$ cat src/rtl/icache_refill_responder_if.sv
// Refill command/response channel and the req/ack backing bus seen by the I-cache refill responder.
interface icache_refill_responder_if;
  logic        cmdValid;
  logic        cmdReady;
  logic [31:0] cmdAddress;
  logic [2:0]  cmdSize;
  logic        rspValid;
  logic [31:0] rspData;
  logic        rspError;
  logic        busReq;
  logic [31:0] busAddr;
  logic        busAck;
  logic        busErr;
  logic [31:0] busRdata;

  modport slave (
    input  cmdValid, cmdAddress, cmdSize, busAck, busErr, busRdata,
    output cmdReady, rspValid, rspData, rspError, busReq, busAddr
  );

  modport master (
    output cmdValid, cmdAddress, cmdSize, busAck, busErr, busRdata,
    input  cmdReady, rspValid, rspData, rspError, busReq, busAddr
  );
endinterface

$ cat src/rtl/icache_refill_responder.sv
// Memory-side responder for I-cache line refills: one command in, one backing-bus read per
// word, one single-cycle response beat per word; errors turn the rest of the line into error beats.
module icache_refill_responder #(
  parameter int MAX_SIZE = 5,
  parameter int TIMEOUT  = 255
) (
  input logic clk,
  input logic reset,
  icache_refill_responder_if.slave mem
);
  typedef enum logic [1:0] {IDLE, READ, DRAIN} stateT;

  localparam logic [9:0] TIMEOUT_CNT = 10'(TIMEOUT);

  stateT       state, stateNext;
  logic [31:0] base, baseNext;
  logic [5:0]  beatIdx, beatIdxNext;
  logic [5:0]  beatTotal, beatTotalNext;
  logic [9:0]  waitCnt, waitCntNext;
  logic        rspValid, rspValidNext;
  logic        rspError, rspErrorNext;
  logic [31:0] rspData, rspDataNext;

  logic [2:0]  lowBits;
  logic [2:0]  sizeShift;
  logic [31:0] alignMask;
  logic [5:0]  cmdBeats;
  logic        sizeBad;
  logic        waitExpired;
  logic        beatEnd;
  logic        beatError;
  logic        lastBeat;
  logic        busReqInt;

  // Sub-word sizes still fetch one whole aligned word.
  assign lowBits     = (mem.cmdSize < 3'd2) ? 3'd2 : mem.cmdSize;
  assign sizeShift   = mem.cmdSize - 3'd2;
  assign alignMask   = ~((32'd1 << lowBits) - 32'd1);
  assign cmdBeats    = (mem.cmdSize < 3'd2) ? 6'd1 : (6'd1 << sizeShift);
  assign sizeBad     = (int'(mem.cmdSize) > MAX_SIZE);

  // A timeout only errors the beat if the bus did not answer in that same cycle.
  assign waitExpired = (waitCnt == TIMEOUT_CNT);
  assign beatEnd     = mem.busErr | mem.busAck | waitExpired;
  assign beatError   = mem.busErr | (waitExpired & ~mem.busAck);
  assign lastBeat    = ((beatIdx + 6'd1) == beatTotal);

  always_ff @(posedge clk or negedge reset) begin
    if (!reset) begin
      state     <= IDLE;
      base      <= '0;
      beatIdx   <= '0;
      beatTotal <= '0;
      waitCnt   <= '0;
      rspValid  <= 1'b0;
      rspError  <= 1'b0;
      rspData   <= '0;
    end else begin
      state     <= stateNext;
      base      <= baseNext;
      beatIdx   <= beatIdxNext;
      beatTotal <= beatTotalNext;
      waitCnt   <= waitCntNext;
      rspValid  <= rspValidNext;
      rspError  <= rspErrorNext;
      rspData   <= rspDataNext;
    end
  end

  always_comb begin
    stateNext     = state;
    baseNext      = base;
    beatIdxNext   = beatIdx;
    beatTotalNext = beatTotal;
    waitCntNext   = waitCnt;
    rspValidNext  = 1'b0;
    rspErrorNext  = 1'b0;
    rspDataNext   = '0;

    case (state)
      IDLE: begin
        if (mem.cmdValid) begin
          baseNext    = mem.cmdAddress & alignMask;
          beatIdxNext = '0;
          waitCntNext = '0;
          if (sizeBad) begin
            beatTotalNext = 6'd1;
            stateNext     = DRAIN;
          end else begin
            beatTotalNext = cmdBeats;
            stateNext     = READ;
          end
        end
      end

      READ: begin
        if (beatEnd) begin
          rspValidNext = 1'b1;
          rspErrorNext = beatError;
          rspDataNext  = beatError ? 32'd0 : mem.busRdata;
          beatIdxNext  = beatIdx + 6'd1;
          waitCntNext  = '0;
          if (lastBeat) begin
            stateNext = IDLE;
          end else if (beatError) begin
            stateNext = DRAIN;
          end
        end else begin
          waitCntNext = waitCnt + 10'd1;
        end
      end

      DRAIN: begin
        rspValidNext = 1'b1;
        rspErrorNext = 1'b1;
        beatIdxNext  = beatIdx + 6'd1;
        if (lastBeat) begin
          stateNext = IDLE;
        end
      end

      default: stateNext = IDLE;
    endcase
  end

  // Ready is gated by reset so it reads 0 while reset is held, not just after.
  assign busReqInt    = (state == READ);
  assign mem.busReq   = busReqInt;
  assign mem.busAddr  = busReqInt ? (base + {24'd0, beatIdx, 2'b00}) : 32'd0;
  assign mem.cmdReady = (state == IDLE) & reset;
  assign mem.rspValid = rspValid;
  assign mem.rspError = rspError;
  assign mem.rspData  = rspData;
endmodule

$ cat src/flat_wrapper.sv
// flat-port wrapper written by rule: the top's interface ports become plain ports
module icache_refill_responder_flat 
#(
  parameter int MAX_SIZE = 5,
  parameter int TIMEOUT  = 255
)
  (clk, reset, mem_cmdValid, mem_cmdAddress, mem_cmdSize, mem_busAck, mem_busErr, mem_busRdata, mem_cmdReady, mem_rspValid, mem_rspData, mem_rspError, mem_busReq, mem_busAddr);
  icache_refill_responder_if mem_i ();
  input logic clk;
  input logic reset;
  input wire logic [$bits(mem_i.cmdValid)-1:0] mem_cmdValid;
  input wire logic [$bits(mem_i.cmdAddress)-1:0] mem_cmdAddress;
  input wire logic [$bits(mem_i.cmdSize)-1:0] mem_cmdSize;
  input wire logic [$bits(mem_i.busAck)-1:0] mem_busAck;
  input wire logic [$bits(mem_i.busErr)-1:0] mem_busErr;
  input wire logic [$bits(mem_i.busRdata)-1:0] mem_busRdata;
  output wire logic [$bits(mem_i.cmdReady)-1:0] mem_cmdReady;
  output wire logic [$bits(mem_i.rspValid)-1:0] mem_rspValid;
  output wire logic [$bits(mem_i.rspData)-1:0] mem_rspData;
  output wire logic [$bits(mem_i.rspError)-1:0] mem_rspError;
  output wire logic [$bits(mem_i.busReq)-1:0] mem_busReq;
  output wire logic [$bits(mem_i.busAddr)-1:0] mem_busAddr;
  assign mem_i.cmdValid = mem_cmdValid;
  assign mem_i.cmdAddress = mem_cmdAddress;
  assign mem_i.cmdSize = mem_cmdSize;
  assign mem_i.busAck = mem_busAck;
  assign mem_i.busErr = mem_busErr;
  assign mem_i.busRdata = mem_busRdata;
  assign mem_cmdReady = mem_i.cmdReady;
  assign mem_rspValid = mem_i.rspValid;
  assign mem_rspData = mem_i.rspData;
  assign mem_rspError = mem_i.rspError;
  assign mem_busReq = mem_i.busReq;
  assign mem_busAddr = mem_i.busAddr;
  icache_refill_responder #(.MAX_SIZE(MAX_SIZE), .TIMEOUT(TIMEOUT)) u_core (.clk(clk), .reset(reset), .mem(mem_i));
endmodule
$ cat config.mk
export PLATFORM = sky130hd
export DESIGN_NAME = icache_refill_responder_flat
export DESIGN_NICKNAME = d
export VERILOG_FILES = /design/src/rtl/icache_refill_responder_if.sv /design/src/rtl/icache_refill_responder.sv /design/src/flat_wrapper.sv
export SDC_FILE = /design/constraint.sdc
export NUM_CORES = 1
export LEC_CHECK = 0
export CAP_MARGIN = 15
export CORE_MARGIN = 2
export CORE_UTILIZATION = 45
export CTS_CLUSTER_DIAMETER = 50
export DETAILED_ROUTE_END_ITERATION = 6
export PLACE_DENSITY = 0.76
export SLEW_MARGIN = 20
export SYNTH_ARGS = -nofsm -noshare
export SYNTH_HDL_FRONTEND = slang
export SYNTH_SLANG_ARGS = --single-unit
$ cat constraint.sdc
create_clock -name clk -period 2.9 [get_ports clk]
set_input_delay 0.435 -clock clk [delete_from_list [all_inputs] [get_ports clk]]
set_output_delay 0.435 -clock clk [all_outputs]
set_load 0.01 [all_outputs]
==> results by group <==
STA
  – Worst setup margin: -0.282 ns
  – Hold Slack: 0.485 ns
  – Hold Vio Cnt, Final: 0
  – Max Transition Viols Final: 0
  – Final Setup Violations: 19
  – Tmin final: between 3 and 4 ns
  – Worst slew pin tran: 0.896 ns
  – Fmax achieved: roughly 0.31 GHz
  – Final Skew: between 0.008 and 0.009 ns
  – RSZ-0062 raised after global routing: true
  – Rel. slew slack: 0.403
  – Tcrit/Tclk final: 1.10

Placed design
  – PortBufs: 139
  – Dpl cells: 806
  – Hpwl dp: between 9000 and 10000 µm
  – Gpl congestion: ~0.89

Power
  – Leakage: about 3 nW
  – Tot Pwr: around 5 mW
  – Sw Share: 0.376
  – Gate power share: 0.449
  – Peak supply drop: 350 µV
  – Power per cell area: about 700 mW/mm²
  – Int Power: around 3.1 mW
  – Seq pwr share: 0.366
  – Power share of the clock group: 0.186
  – Switching pwr: roughly 1.9 mW

Critical path
  – Critical R2R Launch: u_core.state[1]
  – R2R cell count: 7
  – Critical path class: flip-flop to output pin
  – Slowest-stage cell, CP: dfrtp_1
  – CP arrival: 2.75 ns
  – Cell chain of the critical path: ha_4 > inv_2 > fa_2 > nor2b_4 > o21ai_2 > a21boi_2 > o21ai_1 > buf_4 > a2111oi_4 > mux2i_1 > buf_2
  – CP peak stage delay: around 0.4 ns
  – CP endpoint kind: output pin
  – R2R setup slack: between 0.4 and 0.5 ns
  – Critical Path RT: 2.47 ns
  – CP max FO: 5
  – Reg-to-Reg End: u_core.waitCnt[8]
  – Startpoint types: flip-flop

Outcome
  – Status: finished with violations
  – Failing checks: negative setup slack

Yosys
  – Cell area after synthesis: approximately 0.005 mm²
  – Most used DFF post-synth: dfrtp_1
  – Post-synthesis sequential area ratio: 0.455
  – Syn nets: roughly 600
  – Cell variety after synth: between 50 and 60
  – Synth Instances: a little over 500
  – Syn avg cell area: 9.61 µm²
  – Yosys warnings: 0
  – Count of flip-flops with a built-in enable after synthesis: 0
  – Synth Register Bits: 90
  – Async S/R FF share, synth: 1.00

Route
  – Drt total wl: between 10000 and 15000 µm
  – Routed vias/inst: 5.41
  – Post-DRT Antenna Nets: 0
  – Pre-antenna DRT Iters: 5
  – Drt wl/cell: 16.3 µm
  – DRT iter0 DRCs: between 200 and 300
  – DRC violations left: 0
  – Vias: 4560

Layout
  – Final net count: between 700 and 800
  – # fillers: between 800 and 900
  – Ant diodes: 0
  – Post-Layout Cell Count: around 840
  – Share of cells above drive strength 1: 0.208
  – P&R area growth vs syn: 45.5%

Clocking
  – CTS tree: done
  – CTS clk-pin slew, worst paths: 0.09 ns
  – Worst skew pair latency: approximately 0.36 ns
  – H-Tree Depth: 3
  – CTS Root Cell: clkbuf_8
  – CTS Buf Count: 9
  – Sink Count: 90
  – CTS Buffer Depth: 2

Die
  – Core ar.: roughly 0.011 mm²
  – Initial Util: 0.458
  – Die W: about 110 µm
  – Die H: around 110 µm
  – Die area: about 0.012 mm²
  – # IOs: 140
  – Num rows: 38

Global routing
  – Initial antenna violation count: 0
  – Global-route wire length before repair: ~22000 µm
  – Total gr overflow: 0
  – Vias in the first global route: about 4.6k
  – Largest net degree at the start of global routing: 72
  – Overall Global Routing Usage: 0.236

Min path
  – Type of the tightest min-delay check: input pin to asynchronous set/reset pin

Flow run
  – Max-cap violations: 0
-- what timing repair did --
| action | 4_1_cts | 5_1_grt |
|---|---|---|
| cloned | 0 | 1 |
| pin swaps | 21 | 6 |
| hold endpoints to repair | 19 | 0 |
| buffers inserted | 13 | 6 |
| gates resized for setup | 112 | 27 |
| setup endpoints to repair | 26 | 26 |
| hold buffers | 1 | 0 |
-- power by group through the flow --
stage | Clock (mW) | Sequential, mW | Combinational (mW)
2_1_floorplan | 0 | 1.83 | 1.29
4_1_cts | 0.961 | 1.83 | 2.17
3_3_place_gp | 0 | 1.83 | 2.03
3_5_place_dp | 0 | 1.85 | 2.10
6_report | 0.937 | 1.84 | 2.26
5_1_grt | 1.02 | 1.89 | 2.48
-- sequential cells by signal, summed over array words and instances, names as in the netlist --
signal,count
u_core.waitCnt,10
u_core.beatTotal,6
u_core.mem.rspData,32
u_core.base,32
u_core.mem.rspValid,1
u_core.mem.rspError,1
u_core.beatIdx,6
u_core.state,2
-- worst max-delay path: cells and delay by family, from the launching register on --
family	cells	cell delay, ns
and+or+nand+nor	1	0.14
DFF	1	0.41
muxes	1	0.23
AOI/OAI and AO/OA	4	0.72
buffers and inverters	3	0.36
adders and majority gates	2	0.51
-- placed cells by master, fill, tap and decap left out, drive strengths merged, types with 12 or more instances in the layout --
cell type / netlist / layout
ha: 16 / 16
buf: 2 / 67
clkdlybuf4s50: 0 / 110
nor2: 35 / 35
xnor2: 19 / 19
nand2: 61 / 61
dfrtp: 90 / 90
nand3: 19 / 19
o21ai: 29 / 29
nand2b: 22 / 22
a21oi: 16 / 16
mux2: 12 / 12
and2: 37 / 37
clkbuf: 17 / 13
nor3: 14 / 14
mux2i: 13 / 13
inv: 16 / 16
-- Yosys cell counts, types with 4 or more instances --
master    instances  area share
nor2_1           35       0.027
nor3_1           13       0.013
mux2_2           12       0.027
xnor2_1          19       0.034
nor2b_1           7      0.0088
nor4_1            7      0.0088
ha_1             16       0.040
a21oi_1          16       0.016
nand4_1           5      0.0063
a21boi_0          4      0.0061
nand3_1          18       0.018
clkbuf_1         16       0.012
dfrtp_1          90        0.46
o31ai_1           5      0.0076
mux2i_1          13       0.026
and2_1           37       0.047
a211oi_1          5      0.0076
a22o_1           10       0.018
xor2_1            4      0.0071
inv_1            16       0.012
nand2_1          61       0.046
nand2b_1         22       0.028
o21ai_0          29       0.029
or3_1             4      0.0051
-- how the worst max path moves through the flow --
stage	slack, ns	cells past startpoint	start	end
2_1_floorplan	0.07	10	u_core.beatIdx[0]	mem_busAddr[30]
3_3_place_gp	-0.40	11	u_core.beatIdx[0]	mem_busAddr[26]
3_5_place_dp	-0.49	11	u_core.beatIdx[0]	mem_busAddr[26]
4_1_cts	-0.23	11	u_core.base[2]	mem_busAddr[26]
5_1_grt	-0.48	11	u_core.beatIdx[0]	mem_busAddr[26]
6_report	-0.28	11	u_core.beatIdx[0]	mem_busAddr[26]
-- final cells by class --
type	instances	area, µm²	area share
flip-flops and latches	90	2250	0.313
well taps	140	175	0.0243
clock inverters	7	93.8	0.0130
repair buffers	192	1750	0.243
clock buffers	9	124	0.0172
multi-input cells	388	2740	0.381
inverters	17	63.8	0.00886
-- metrics by stage --
step / TNS (ns) / utilization / setup slack, ns / instance area (µm²)
floorplan: 0 / - / 0.0682 / 4950
global placement: -3.59 / 0.619 / -0.404 / 6680
detailed placement: -4.69 / 0.619 / -0.492 / 6680
CTS: -1.96 / 0.660 / -0.226 / 7120
global route: -5.68 / 0.667 / -0.482 / 7200
finish: -2.68 / 0.667 / -0.282 / 7200
-- layer usage --
layer	GRT usage	wire length, µm
met2	0.409	6920
met4	0.0733	223
met5	0	0
met3	0.0628	1040
met1	0.288	5560
-- cell families (layout without fill, tap and decap cells) --
kind of cell	count (synthesis)	after routing	synth area share
compound gates	87	87	0.120
flops	90	90	0.455
buf+inv	37	225	0.0329
xor+xnor	23	23	0.0407
mux	25	25	0.0536
fa+ha+maj	17	17	0.0445
simple gates	236	236	0.254
No activity file was read; power rests on OpenSTA's default activity.
